File: src/rtl/muldiv4_iter_unit_if.sv
// Handshake bundle for muldiv4_iter_unit: request side (in_*, op, a, b)
// and held-result side (out_*, result, div0).
interface muldiv4_iter_unit_if #(
  parameter int unsigned WIDTH = 4
);
  logic                 in_valid;
  logic                 in_ready;
  logic                 op;
  logic [WIDTH-1:0]     a;
  logic [WIDTH-1:0]     b;
  logic                 out_valid;
  logic                 out_ready;
  logic                 out_op;
  logic [2*WIDTH-1:0]   result;
  logic                 div0;

  modport master (
    output in_valid, op, a, b, out_ready,
    input  in_ready, out_valid, out_op, result, div0
  );

  modport slave (
    input  in_valid, op, a, b, out_ready,
    output in_ready, out_valid, out_op, result, div0
  );
endinterface

File: src/rtl/muldiv4_iter_unit.sv
// Iterative unsigned multiply (shift-add, LSB-first) / restoring divide,
// one bit per clock, WIDTH iterations, result held until accepted.
// Optional build macro MULDIV_EARLY_EXIT_EN: multiply stops once the
// remaining multiplier bits are zero, divide-by-zero stops after one step.
module muldiv4_iter_unit #(
  parameter int unsigned WIDTH = 4
) (
  input  logic                clk,
  input  logic                rst_n,
  muldiv4_iter_unit_if.slave  bus
);

  localparam int unsigned CW = (WIDTH > 1) ? $clog2(WIDTH) : 1;

  typedef enum logic [1:0] {IDLE, RUN, DONE} state_t;

  state_t               state, state_nxt;
  logic [CW-1:0]        step;
  logic                 op_q;
  logic [WIDTH-1:0]     a_q;
  logic [WIDTH-1:0]     b_q;
  logic [2*WIDTH-1:0]   acc;
  logic [2*WIDTH-1:0]   acc_nxt;
  logic [2*WIDTH-1:0]   partial;
  logic [2*WIDTH-1:0]   result_q;
  logic                 out_op_q;
  logic                 div0_q;
  logic [WIDTH:0]       rem_sh;
  logic [WIDTH-1:0]     diff;
  logic                 q_bit;
  logic                 is_div0;
  logic                 last_iter;

  assign bus.in_ready  = (state == IDLE);
  assign bus.out_valid = (state == DONE);
  assign bus.out_op    = out_op_q;
  assign bus.result    = result_q;
  assign bus.div0      = div0_q;

  // One iteration of the active operation. For divide, acc holds
  // {remainder, dividend}; quotient bits shift in where dividend bits leave.
  always_comb begin
    partial = {{WIDTH{1'b0}}, a_q} << step;
    rem_sh  = {acc[2*WIDTH-1:WIDTH], acc[WIDTH-1]};
    q_bit   = (rem_sh >= {1'b0, b_q});
    // low WIDTH bits suffice: a kept difference is always below b
    diff    = rem_sh[WIDTH-1:0] - b_q;
    acc_nxt = acc;
    if (op_q) begin
      if (q_bit) acc_nxt = {diff, acc[WIDTH-2:0], 1'b1};
      else       acc_nxt = {rem_sh[WIDTH-1:0], acc[WIDTH-2:0], 1'b0};
    end else if (b_q[0]) begin
      acc_nxt = acc + partial;
    end
    is_div0 = op_q && (b_q == '0);
`ifdef MULDIV_EARLY_EXIT_EN
    last_iter = (step == CW'(WIDTH-1)) || is_div0 ||
                (!op_q && (b_q[WIDTH-1:1] == '0));
`else
    last_iter = (step == CW'(WIDTH-1));
`endif
  end

  // State register.
  always_ff @(posedge clk or negedge rst_n) begin
    if (!rst_n) state <= IDLE;
    else        state <= state_nxt;
  end

  // Next-state: accept in IDLE, iterate in RUN, wait for consumer in DONE.
  always_comb begin
    state_nxt = state;
    case (state)
      IDLE:    if (bus.in_valid)  state_nxt = RUN;
      RUN:     if (last_iter)     state_nxt = DONE;
      DONE:    if (bus.out_ready) state_nxt = IDLE;
      default:                    state_nxt = IDLE;
    endcase
  end

  // Operand capture, iteration datapath and held result registers.
  always_ff @(posedge clk or negedge rst_n) begin
    if (!rst_n) begin
      step     <= '0;
      op_q     <= 1'b0;
      a_q      <= '0;
      b_q      <= '0;
      acc      <= '0;
      result_q <= '0;
      out_op_q <= 1'b0;
      div0_q   <= 1'b0;
    end else begin
      case (state)
        IDLE: begin
          if (bus.in_valid) begin
            a_q  <= bus.a;
            b_q  <= bus.b;
            op_q <= bus.op;
            step <= '0;
            acc  <= bus.op ? {{WIDTH{1'b0}}, bus.a} : '0;
          end
        end
        RUN: begin
          step <= step + 1'b1;
          acc  <= acc_nxt;
          if (!op_q) b_q <= b_q >> 1;
          if (last_iter) begin
            result_q <= is_div0 ? {a_q, {WIDTH{1'b1}}} : acc_nxt;
            out_op_q <= op_q;
            div0_q   <= is_div0;
          end
        end
        DONE: begin
          if (bus.out_ready) div0_q <= 1'b0;
        end
        default: ;
      endcase
    end
  end

endmodule

File: src/flat_wrapper.sv
// flat-port wrapper written by rule: the top's interface ports become plain ports
module muldiv4_iter_unit_flat 
#(
  parameter int unsigned WIDTH = 4
)
  (clk, rst_n, bus_in_valid, bus_op, bus_a, bus_b, bus_out_ready, bus_in_ready, bus_out_valid, bus_out_op, bus_result, bus_div0);
  muldiv4_iter_unit_if #(.WIDTH(WIDTH)) bus_i ();
  input  logic clk;
  input  logic rst_n;
  input wire logic [$bits(bus_i.in_valid)-1:0] bus_in_valid;
  input wire logic [$bits(bus_i.op)-1:0] bus_op;
  input wire logic [$bits(bus_i.a)-1:0] bus_a;
  input wire logic [$bits(bus_i.b)-1:0] bus_b;
  input wire logic [$bits(bus_i.out_ready)-1:0] bus_out_ready;
  output wire logic [$bits(bus_i.in_ready)-1:0] bus_in_ready;
  output wire logic [$bits(bus_i.out_valid)-1:0] bus_out_valid;
  output wire logic [$bits(bus_i.out_op)-1:0] bus_out_op;
  output wire logic [$bits(bus_i.result)-1:0] bus_result;
  output wire logic [$bits(bus_i.div0)-1:0] bus_div0;
  assign bus_i.in_valid = bus_in_valid;
  assign bus_i.op = bus_op;
  assign bus_i.a = bus_a;
  assign bus_i.b = bus_b;
  assign bus_i.out_ready = bus_out_ready;
  assign bus_in_ready = bus_i.in_ready;
  assign bus_out_valid = bus_i.out_valid;
  assign bus_out_op = bus_i.out_op;
  assign bus_result = bus_i.result;
  assign bus_div0 = bus_i.div0;
  muldiv4_iter_unit #(.WIDTH(WIDTH)) u_core (.clk(clk), .rst_n(rst_n), .bus(bus_i));
endmodule
File: config.mk
export PLATFORM = sky130hd
export DESIGN_NAME = muldiv4_iter_unit_flat
export DESIGN_NICKNAME = d
export VERILOG_FILES = /design/src/rtl/muldiv4_iter_unit_if.sv /design/src/rtl/muldiv4_iter_unit.sv /design/src/flat_wrapper.sv
export SDC_FILE = /design/constraint.sdc
export NUM_CORES = 1
export LEC_CHECK = 0
export ABC_AREA = 1
export CORE_ASPECT_RATIO = 2
export CORE_MARGIN = 10
export CORE_UTILIZATION = 46
export CTS_CLUSTER_DIAMETER = 100
export DETAILED_ROUTE_END_ITERATION = 10
export GPL_TIMING_DRIVEN = 0
export HOLD_SLACK_MARGIN = 0.05
export PLACE_DENSITY = 0.68
export SLEW_MARGIN = 15
export SYNTH_ARGS = -nofsm -noshare
export SYNTH_HDL_FRONTEND = slang
export SYNTH_SLANG_ARGS = --single-unit
export TNS_END_PERCENT = 10
File: constraint.sdc
create_clock -name clk -period 2.5 [get_ports clk]
set_input_delay 0.625 -clock clk [delete_from_list [all_inputs] [get_ports clk]]
set_output_delay 0.625 -clock clk [all_outputs]
set_load 0.005 [all_outputs]
==> metrics.yaml <==
placed_design:
  dp_slack_ns: 0.117
  port_buffers: 24
  dp.final_hpwl_um: 4500
  gp_congestion: 0.843
  dpl.cell_count: 369
  dpl-instance-area_um2: 2450
setup_path:
  rr_startpoint: "u_core.step[0]"
  crit_path_end: "u_core.bus.result[4]"
  regToRegSetupSlack_ns: 0.26
  crit_fanout: 11
  rr_endpoint: "u_core.bus.result[4]"
  end_kind: "flop"
  crit_type: "reg2reg"
  required_ns: 2.68
  rr_worst_depth: 12
  crit_path_start_kind: "flop"
  crit_arrival_ns: 2.41
  critical_path.startpoint: "u_core.step[0]"
synthesis:
  synth_commonest_cells: "nand2_1 (80), inv_1 (35), dfrtp_1 (31)"
  synth_xor_xnor_area_share_pct: 0.408
  syn_nets: 317
  synth.area.mux_share_pct: 0.466
  synth_compound_area_share_pct: 16.8
  synth_cells: 290
  ys_warn_count: 0
  synth-simple-area-share_pct: 28.0
  synth_top_area_share_pct: 36.1
  synth_edf_count: 0
  yosysMostFrequentCell: "nand2_1"
  synth_flop_cell: "dfrtp_1"
  synth_cell_type_count: 41
  async_reset_ff_share_pct: 100
  yosysTopAreaCell: "dfrtp_1"
  syn_area_per_cell_um2: 7.41
  synth_top_family_by_area: "simple AND/OR/NAND/NOR gates"
  synthAdderAreaFrac_pct: 8.85
  synth-seq-area-share_pct: 36.1
  yosys-top-cells-area: "dfrtp_1 (36%), nand2_1 (14%), ha_1 (7.0%), inv_1 (6.1%), nand3_1 (5.6%)"
  yosys_register_bits: 31
  synth_area_um2: 2150
timing:
  finalSetupTns_ns: 0
  max_freq_ghz: 0.447
  period_needed_ns: 2.24
  grt_setup_unrepaired: "no"
  min_period_over_period_pct: 89.5
  final-setup-viol-count: 0
  fin_skew_ns: 0.0156
  timing.hold.ws_ns: 0.379
  relSlewSlack_pct: 53.3
  hold_violations: 0
  fin_ws_ns: 0.262
  slew_violations: 0
  max_slew.worst_pin.slew_ns: 0.701
route:
  first_pass_iters: 4
  routed_via_density: 5.24
  routed_wl_um: 5560
  route.detailed.drc: 0
  postRouteAntennaNets: 0
  wl_per_cell_um: 14.8
  drt-initial-drc-count: 86
  vias: 1970
floorplanning:
  row_count: 35
  ios: 25
  die_x_um: 68.3
  die_area_um2: 7970
  die_h_um: 117
  core_area_um2: 4550
  start_util_pct: 47.2
clock_tree:
  path_clk_slew_ns: 0.08
  clock_sinks: 31
  cts_buffer_depth: 2
  clock_latency_ns: 0.29
  htreeDepth: 2
  postCtsSetupBuffers: 0
  cts_tree: "done"
  cts_buffers: 5
  cts_resized: 0
  cts_hold_buf: 0
  root_buffer: "clkbuf_8"
pwr:
  leakage_nw: 1.30
  ir_drop_mv: 0.805
  seq_power_share_pct: 23.6
  clkPwrFrac_pct: 10.7
  combPwrFrac_pct: 65.7
  power.total_mw: 4.11
  p_per_area_nw_per_um2: 1610
  switching_share_pct: 49.5
  p_sw_mw: 2.04
  power.internal_mw: 2.08
cells_and_area:
  num-fill-cells: 451
  area_growth_pct: 18.6
  regArea_um2: 776
  drive_gt1_share_pct: 10.3
  finish.utilization_pct: 56.0
  multi_input_area_um2: 1170
  n_antenna_cell: 0
  fin_area_um2: 2550
  final_cells: 376
  fin_nets: 347
status:
  status: "completed"
grt:
  antenna_found_initial: 0
  grt_overflow_total: 0
  grt_max_degree: 32
  grt_pass1_wl_um: 9630
  grt_use_total_pct: 15.9
  grt_pass1_vias: 2108
job:
  maxCapViolCount: 0
hold_path:
  hp-class: "in2async"
critical path, stage by stage, from the launching register on:
cell,delay (ns)
dfrtp_1,0.54
o21ai_0,0.21
nor2_1,0.16
inv_1,0.08
fa_1,0.44
inv_1,0.14
nand3_1,0.09
nand4_1,0.08
nand3_1,0.10
nand2_1,0.09
nand3_1,0.08
nand2_1,0.08
nand2_1,0.05
final cells by class:
type                    count  share of cell area [%]
plain buffers               5                    1.23
flip-flops and latches     31                    30.4
well taps                  55                    2.70
clock buffers               8                    3.93
repair buffers             24                    9.23
multi-input cells         209                    45.9
inverters                  44                    6.53
cells by family after synthesis:
group           after synthesis
buf+inv                      50
xor+xnor                      1
simple gates                133
flops                        31
compound gates               60
mux                           1
fa+ha+maj                    14
registers in the layout, summed over array words and instances, names as in the netlist:
| register | flops |
|---|---|
| u_core.a_q | 4 |
| u_core.b_q | 4 |
| u_core.state | 2 |
| u_core.bus.result | 8 |
| u_core.step | 2 |
| u_core.acc | 8 |
| u_core.op_q | 1 |
| u_core.bus.div0 | 1 |
| u_core.bus.out_op | 1 |
placed cells by master (no fill, tap or decap), types with 2 or more instances in the layout:
| cell type | netlist | layout |
|---|---|---|
| a21oi_1 | 14 | 14 |
| a21oi_2 | 2 | 2 |
| buf_2 | 4 | 5 |
| clkbuf_8 | 0 | 7 |
| clkdlybuf4s50_1 | 0 | 23 |
| dfrtp_1 | 31 | 31 |
| fa_1 | 2 | 2 |
| ha_1 | 12 | 12 |
| inv_1 | 35 | 35 |
| inv_2 | 7 | 7 |
| nand2_1 | 80 | 80 |
| nand2_2 | 2 | 2 |
| nand2_4 | 2 | 2 |
| nand3_1 | 24 | 24 |
| nand4_1 | 5 | 5 |
| nor2_1 | 13 | 13 |
| o211ai_1 | 4 | 4 |
| o21ai_0 | 15 | 14 |
| o21ai_1 | 14 | 15 |
routing by layer:
metal	vias up	track usage (%)	part of all wire [%]
met1	899	16.0	38
met4	0	8.50	3.9
met2	47	28.9	55
met3	14	2.88	3.6
met5	-	0	0
li1	1010	-	-
worst min path at each step:
stage	start	endpoint	slack, ns	cells past startpoint
final	rst_n	u_core.a_q[2]	0.38	1
after global routing	rst_n	u_core.a_q[2]	0.42	1
after CTS	rst_n	u_core.a_q[2]	0.41	1
after detailed placement	u_core.bus.result[6]	u_core.bus.result[6]	0.46	2
after global placement	u_core.bus.result[4]	u_core.bus.result[4]	0.47	2
after floorplan	rst_n	u_core.a_q[0]	0.33	0
power by group through the flow:
stage | logic, mW | registers, mW | clock network, mW
floorplan | 2.00 | 0.919 | 0
global placement | 2.68 | 0.953 | 0
detailed placement | 2.72 | 0.959 | 0
CTS | 2.73 | 0.953 | 0.447
global route | 3.11 | 1.01 | 0.460
finish | 2.70 | 0.972 | 0.440
Note: power is estimated with default switching activity, not from simulation.
